<file path="src/rtl/burst_adapter.sv">
// burst_adapter: turns single cache-line read/write requests into fixed-length
// beat bursts toward memory and reassembles read beats into a full line.
module burst_adapter #(
  parameter int LINE_W = 256,
  parameter int BEAT_W = 64,
  parameter int ADDR_W = 32
) (
  input  logic              clk,
  input  logic              rst,
  input  logic              req_valid,
  output logic              req_ready,
  input  logic              req_we,
  input  logic [ADDR_W-1:0] req_addr,
  input  logic [LINE_W-1:0] req_wdata,
  output logic              resp_valid,
  output logic [LINE_W-1:0] resp_rdata,
  output logic [ADDR_W-1:0] bmem_addr,
  output logic              bmem_read,
  output logic              bmem_write,
  output logic [BEAT_W-1:0] bmem_wdata,
  input  logic              bmem_ready,
  input  logic [BEAT_W-1:0] bmem_rdata,
  input  logic              bmem_rvalid
);

  localparam int BEATS = LINE_W / BEAT_W;
  localparam int OFF_W = $clog2(LINE_W / 8);
  localparam int CNT_W = (BEATS > 1) ? $clog2(BEATS) : 1;
  localparam logic [CNT_W-1:0]  LAST_BEAT = CNT_W'(BEATS - 1);
  localparam logic [CNT_W-1:0]  CNT_ONE   = CNT_W'(1);
  localparam logic [ADDR_W-1:0] OFF_MASK  = ADDR_W'((64'd1 << OFF_W) - 64'd1);

  // Refuse geometries the power-of-two beat counter cannot address.
  if (((LINE_W % BEAT_W) != 0) || (BEATS < 2) || ((BEATS & (BEATS - 1)) != 0)
      || (ADDR_W <= OFF_W)) begin : g_bad_geometry
    $fatal(1, "burst_adapter: LINE_W/BEAT_W must be a power of two >= 2");
  end

  typedef enum logic [2:0] {
    IDLE    = 3'd0,
    RD_CMD  = 3'd1,
    RD_DATA = 3'd2,
    WR_DATA = 3'd3,
    DONE    = 3'd4
  } state_t;

  state_t                       r_state;
  state_t                       w_state_nxt;
  logic [CNT_W-1:0]             r_cnt;
  logic [CNT_W-1:0]             w_cnt_nxt;
  logic [ADDR_W-1:0]            r_bmem_addr;
  logic [ADDR_W-1:0]            w_addr_nxt;
  logic [BEATS-1:0][BEAT_W-1:0] r_wbuf;
  logic [BEATS-1:0][BEAT_W-1:0] w_wbuf_nxt;
  logic [BEATS-1:0][BEAT_W-1:0] r_line;
  logic [BEATS-1:0][BEAT_W-1:0] w_line_nxt;
  logic [BEATS-1:0][BEAT_W-1:0] r_resp_rdata;
  logic                         r_req_ready;
  logic                         r_resp_valid;
  logic                         r_bmem_read;
  logic                         r_bmem_write;
  logic [BEAT_W-1:0]            r_bmem_wdata;
  logic                         w_accept;

  // Acceptance uses the registered ready so nothing is taken in the first
  // cycle after reset before ready is visible to the requester.
  assign w_accept = req_valid && r_req_ready;

  // Next-state, beat counter, address latch and buffer updates.
  always_comb begin
    w_state_nxt = r_state;
    w_cnt_nxt   = r_cnt;
    w_addr_nxt  = r_bmem_addr;
    w_wbuf_nxt  = r_wbuf;
    w_line_nxt  = r_line;
    case (r_state)
      IDLE: begin
        if (w_accept) begin
          w_addr_nxt = req_addr & ~OFF_MASK;
          w_cnt_nxt  = {CNT_W{1'b0}};
          if (req_we) begin
            w_wbuf_nxt  = req_wdata;
            w_state_nxt = WR_DATA;
          end else begin
            w_state_nxt = RD_CMD;
          end
        end else begin
          w_state_nxt = IDLE;
        end
      end
      RD_CMD: begin
        if (bmem_ready) begin
          w_state_nxt = RD_DATA;
        end else begin
          w_state_nxt = RD_CMD;
        end
      end
      RD_DATA: begin
        if (bmem_rvalid) begin
          w_line_nxt[r_cnt] = bmem_rdata;
          w_cnt_nxt         = r_cnt + CNT_ONE;
          if (r_cnt == LAST_BEAT) begin
            w_state_nxt = DONE;
          end else begin
            w_state_nxt = RD_DATA;
          end
        end else begin
          w_state_nxt = RD_DATA;
        end
      end
      WR_DATA: begin
        if (bmem_ready) begin
          w_cnt_nxt = r_cnt + CNT_ONE;
          if (r_cnt == LAST_BEAT) begin
            w_state_nxt = DONE;
          end else begin
            w_state_nxt = WR_DATA;
          end
        end else begin
          w_state_nxt = WR_DATA;
        end
      end
      DONE: begin
        w_state_nxt = IDLE;
      end
      default: begin
        w_state_nxt = IDLE;
      end
    endcase
  end

  // State, counter, address and line/write buffers.
  always_ff @(posedge clk or negedge rst) begin
    if (!rst) begin
      r_state     <= IDLE;
      r_cnt       <= {CNT_W{1'b0}};
      r_bmem_addr <= {ADDR_W{1'b0}};
      r_wbuf      <= {LINE_W{1'b0}};
      r_line      <= {LINE_W{1'b0}};
    end else begin
      r_state     <= w_state_nxt;
      r_cnt       <= w_cnt_nxt;
      r_bmem_addr <= w_addr_nxt;
      r_wbuf      <= w_wbuf_nxt;
      r_line      <= w_line_nxt;
    end
  end

  // Outputs registered from the next state so they line up with the state
  // they describe; the read line is published only when a read finishes.
  always_ff @(posedge clk or negedge rst) begin
    if (!rst) begin
      r_req_ready  <= 1'b0;
      r_resp_valid <= 1'b0;
      r_bmem_read  <= 1'b0;
      r_bmem_write <= 1'b0;
      r_bmem_wdata <= {BEAT_W{1'b0}};
      r_resp_rdata <= {LINE_W{1'b0}};
    end else begin
      r_req_ready  <= (w_state_nxt == IDLE);
      r_resp_valid <= (w_state_nxt == DONE);
      r_bmem_read  <= (w_state_nxt == RD_CMD);
      r_bmem_write <= (w_state_nxt == WR_DATA);
      if (w_state_nxt == WR_DATA) begin
        r_bmem_wdata <= w_wbuf_nxt[w_cnt_nxt];
      end else begin
        r_bmem_wdata <= {BEAT_W{1'b0}};
      end
      if ((w_state_nxt == DONE) && (r_state == RD_DATA)) begin
        r_resp_rdata <= w_line_nxt;
      end else begin
        r_resp_rdata <= r_resp_rdata;
      end
    end
  end

  assign req_ready  = r_req_ready;
  assign resp_valid = r_resp_valid;
  assign resp_rdata = r_resp_rdata;
  assign bmem_addr  = r_bmem_addr;
  assign bmem_read  = r_bmem_read;
  assign bmem_write = r_bmem_write;
  assign bmem_wdata = r_bmem_wdata;

endmodule
</file>
<file path="config.mk">
export PLATFORM = sky130hd
export DESIGN_NAME = burst_adapter
export DESIGN_NICKNAME = d
export VERILOG_FILES = /design/src/rtl/burst_adapter.sv
export SDC_FILE = /design/constraint.sdc
export NUM_CORES = 1
export LEC_CHECK = 0
export ABC_AREA = 1
export CAP_MARGIN = 5
export CORE_ASPECT_RATIO = 1.5
export CORE_MARGIN = 2
export CORE_UTILIZATION = 40
export CTS_CLUSTER_SIZE = 40
export DETAILED_ROUTE_END_ITERATION = 8
export PLACE_DENSITY = 0.77
export SYNTH_ARGS = -nofsm -noshare
export SYNTH_HDL_FRONTEND = slang
export SYNTH_SLANG_ARGS = --single-unit
export TNS_END_PERCENT = 5
</file>
<file path="constraint.sdc">
create_clock -name clk -period 3.2 [get_ports clk]
set_input_delay 0.48 -clock clk [delete_from_list [all_inputs] [get_ports clk]]
set_output_delay 0.48 -clock clk [all_outputs]
set_load 0.1 [all_outputs]
</file>
== Yosys cells after proc, flatten, opt, wreduce, memory -nomap -nowiden ==
Cells that the tools add are included.
Widths: inputs -> output; s select.
Storage, ports and cells
  RAM bits: 0
  ROM bits: 0
  memories: 0
  logic and storage cells: 60
  bits in latches: 0
  bits in registers: 868
  output and inout port bits: 356
Operators by class
  bitwise logic cells: 0
  $mul: 0
  div/mod/pow operators: 0
  multiplexer cells: 23
  shifts and indexed selects: 0
  reductions and logical operators: 6
  $add $sub $neg: 1
  equal/unequal tests: 7
  magnitude comparators: 3
Operators with widths (count)
  $mux 256: 5
  $bwmux 256: 1
  $mux 64: 3
  $bmux 64 s2: 1
  $demux 64 s2: 1
  $mux 3: 5
  $pmux 3 s4: 1
  $mux 2: 5
  $eq 3x2->1 const B: 3
  $eq 3x1->1 const B: 2
  $logic_not 3->1: 2
  $lt 2x3->1 const B: 2
  $pmux 2 s3: 1
  $eq 3x3->1 const B: 1
  $logic_and 1x1->1: 3
  $add 2x1->2 const B: 1
  $eq 2x2->1 const B: 1
  $ge 2x1->1 const B: 1
  $reduce_and 2->1: 1

== Longest topological paths before layout ==
  depth in word-level cells: 7
  gate-level depth with buffers: 12
  gate-level depth less buffers: 11

== Least setup slack after synthesis ==
No wires, ideal clock.
  path kind: register to register
  from: register r_req_ready, in the netlist req_ready
  to: register r_bmem_wdata[62], in the netlist bmem_wdata[62]
  period minus slack after synthesis: 2.138 ns
  cell stages (with the launch flop): 10
  arrival time: 2.017 ns
  buffers on the path: 2
  setup slack: 1.062 ns
  path through: dfrtp_1 > nand3_1 > inv_1 > nand2_2 > buf_4 > buf_2 > o21ai_0 > nand2_1 > nand3_1 > a21oi_1
Between the ends
  cells in the longest elaborated chain, start to end: 6
  elaborated cells between the ends (all ways): 11
Ends and longest elaborated chain
  start, declared: line 58  | logic r_req_ready;
  start signal, assigned: line 160  | r_req_ready <= (w_state_nxt == IDLE);
  $logic_and 1x1->1 (*): line 67  | assign w_accept = req_valid && r_req_ready;
  $mux 2 / $mux 256 (equally long branches): line 78  | if (w_accept) begin
  $pmux 2 s3 / $mux 256 (equally long branches): line 76  | case (r_state)
  $bmux 64 s2: line 165  | r_bmem_wdata <= w_wbuf_nxt[w_cnt_nxt];
  $mux 64 (not written as such): line 165
  $mux 64 (*): line 164  | if (w_state_nxt == WR_DATA) begin
  end signal, assigned: line 157  | r_bmem_wdata <= {BEAT_W{1'b0}};
  end signal, assigned: line 165
  end signal, assigned: line 167  | r_bmem_wdata <= {BEAT_W{1'b0}};
  end, declared: line 62  | logic [BEAT_W-1:0] r_bmem_wdata;
Mark *: on every way between the ends. The rest lies on a longest branch, timed or not. The select of a mux whose other input is x is not followed.
A chain may end at the register's enable or synchronous reset.

== Worst setup path after layout ==
  from: register r_resp_rdata (netlist bit resp_rdata[229])
  to: output resp_rdata[229]
RTL lines
  start, declared: line 57  | logic [BEATS-1:0][BEAT_W-1:0] r_resp_rdata;
  start signal, assigned: line 158  | r_resp_rdata <= {LINE_W{1'b0}};
  start signal, assigned: line 170  | r_resp_rdata <= w_line_nxt;
  start signal, assigned: line 172  | r_resp_rdata <= r_resp_rdata;
  end, declared: line 16  | output logic [LINE_W-1:0] resp_rdata,
No word-level cell between the ends.

==> impl_metrics.ini <==
[critical_path]
path_delay_family = buffers and inverters
crit_fanout = 2
crit_slowest_cell = clkdlybuf4s50_1
crit_path_start_kind = flip-flop
crit_arrival_ns = 2.16
endpoint_kind = output pin
cp_cell_sequence = clkdlybuf4s50_1
required_ns = 2.72
criticalPathCategory = reg2out
crit_buf_inv = 1
slowest_delay_ns = 1.15

[route]
detail-route-antenna-nets = 0
vias = 25300
routed.top_layer = met5
dr.pass1.iters = 5
viasPerCell = 5.01
post-route-drc-count = 0
totalWireLength_um = 97700
wl_met3_um = 10200
met1_length_um = 37800
wl_met2_um = 47000
wl_per_cell_um = 19.3
drt_iter0_drc = 1720

[grt]
grt_usage_pct = 23.2
grt_antenna_before_repair = 9
grt_pass1_wl_um = 151000
grt-ovfl-total = 0
grt_max_degree = 102
first_global_vias = 25700

[final_layout]
drive_gt1_share_pct = 19.4
syn2layout_area_growth_pct = 32.7
nNetsFinal = 4319
final_common_cell = nand2_1
final_cell_mix = 1,145 x nand2_1, 804 x dfrtp_1, 459 x clkdlybuf4s50_1

[synth]
synth_top_family_by_area = simple AND/OR/NAND/NOR gates
synth_compound_area_share_pct = 5.60
ys_ff_latch = 804
muxShareOfSynthArea_pct = 7.62
syn_area_mm2 = 0.0324
avgSynthCellArea_um2 = 9.88
ys_async_sr_fraction_pct = 100
synthXorXnorAreaFrac_pct = 0
synth_ff_type = dfrtp_1
synth_cells = 3274
yosys.area_share.simple_pct = 19.1
yosys_warnings = 0
synth-edff-count = 0
ys_seq_area_share_pct = 62.2
ys_types = 26
synthAdderAreaFrac_pct = 0.155

[clock_network]
cts.path.max_buffers = 3
post_cts_buffers = 0
insertion_delay_ns = 0.63
htree_levels = 3
clkTransAtPathRegs_ns = 0.06
cts_tree = done
cts-root-buf = clkbuf_16
cts_resized = 0
cts_made_buffers = 78
cts_sinks = 804

[die]
die_x_um = 236
die_h_um = 352
dieArea_mm2 = 0.0832
num_rows = 127
coreArea_mm2 = 0.0801
start_util_pct = 40.4
num_io_pins = 714

[sta]
layout_min_cycle_time_ns = 2.64
tightest_slew_ns = 1.02
slew_viol_final = 0
fmax_mhz = 378
final.setup_skew_ns = 0.0371
fin_setup_tns_ns = 0
finalHoldViolCount = 0
finalSetupViolations = 0
hold_slack_ns = 0.405
slew_headroom_pct = 31.6
rsz0062_at_grt = false
final.period_utilization_pct = 82.6

[power]
p_per_area_mw_per_mm2 = 1190
vdd_drop_max_mv = 0.937
p_leak_nw = 21.6
total_power_mw = 51.1

[worst_hold_path]
hold_path_class = in2reg

[run_status]
outcome = complete, no violations

[job]
drv_cap = 0

[place]
gp_congestion = 0.857
io_buffers = 703
hpwl_um = 68500
layer usage:
| metal | GRT usage, % | up-vias |
|---|---|---|
| li1 | - | 11700 |
| met1 | 28.5 | 12400 |
| met2 | 38.4 | 1004 |
| met3 | 8.06 | 168 |
| met4 | 7.24 | 14 |
| met5 | 0 | - |
area by class of cell:
| cell class | count | area (um2) |
|---|---|---|
| clock buffer | 104 | 2190 |
| multi-input combinational | 2112 | 10600 |
| timing repair buffer | 806 | 7570 |
| antenna | 2 | 5.00 |
| sequential | 804 | 20100 |
| fill | 6847 | 37100 |
| clock inverter | 34 | 621 |
| tap | 1032 | 1290 |
| inverter | 155 | 582 |
worst reg2reg max path, delay by kind of cell (launching register included):
kind                   cells  cell delay [ns]
flip-flops                 1             0.46
AND/OR/NAND/NOR            9             1.49
buffers and inverters      1             0.30
cell usage after synthesis, types with 4 or more instances:
library cell  instances  area share [%]
a21oi_1              21            0.32
buf_2               132             2.0
buf_4                24            0.56
buf_6                16            0.56
clkbuf_1             31            0.36
clkbuf_2              4           0.062
dfrtp_1             804              62
ha_1                  4            0.15
inv_1               150             1.7
inv_2                 5           0.058
mux2_2              219             7.6
nand2_1            1145              13
nand2_2               8            0.15
nand3_1             155             2.4
nand4_1               4           0.077
nor2_1              156             1.8
nor2_2                4           0.077
o21ai_0             120             1.9
o21ai_1             185             2.9
o21ai_2              20            0.54
or2_0                13            0.25
or2_2                50            0.97
worst paths after layout:
| path | cells after the start | startpoint | slack [ns] | endpoint |
|---|---|---|---|---|
| max in group asynchronous | 3 | rst | 1.78 | r_line[14]$_DFF_PN0_ |
| min in group asynchronous | 2 | rst | 0.50 | r_line[102]$_DFF_PN0_ |
| worst max-delay path | 1 | resp_rdata[229]$_DFFE_PN0P_ | 0.56 | resp_rdata[229] |
| worst max register to register | 10 | r_state[0]$_DFF_PN0_ | 0.81 | bmem_wdata[58]$_DFF_PN0_ |
| worst min-delay path | 3 | req_wdata[100] | 0.40 | r_wbuf[100]$_DFF_PN0_ |
| worst min register to register | 2 | r_line[88]$_DFF_PN0_ | 0.47 | r_line[88]$_DFF_PN0_ |
through the flow:
stage | utilization, % | worst slack [ns] | cells | area [um2]
floorplan | - | 1.06 | 3278 | 32400
global placement | 50.1 | 0.448 | 4908 | 40100
detailed placement | 50.1 | 0.401 | 4908 | 40100
CTS | 53.6 | 0.523 | 5047 | 42900
global route | 53.6 | 0.496 | 5048 | 43000
finish | 53.6 | 0.558 | 5049 | 43000
kinds of logic after synthesis:
family	after synthesis
AO/OA/AOI/OAI	347
adder cells (fa/ha/maj)	4
buffers and inverters	362
flip-flops	804
multiplexers	219
other	1
AND/OR/NAND/NOR	1537
sequential cells by signal, summed over array words and instances (netlist names):
register / flops
r_wbuf: 256
req_ready: 1
r_state: 3
bmem_write: 1
bmem_addr: 27
r_line: 192
bmem_read: 1
bmem_wdata: 64
r_cnt: 2
resp_rdata: 256
resp_valid: 1
report_power, final:
group          internal [mW]  switching (mW)
clock network           5.87            4.12
registers               14.3            1.54
logic                   6.44            18.8
total                   26.6            24.5
timing repair:
action                                 in CTS  in global routing
setup endpoints to repair                   0                  0
hold buffers                                1                  0
endpoints found under the hold margin      57                  0
(Power assumes the default switching activity.)
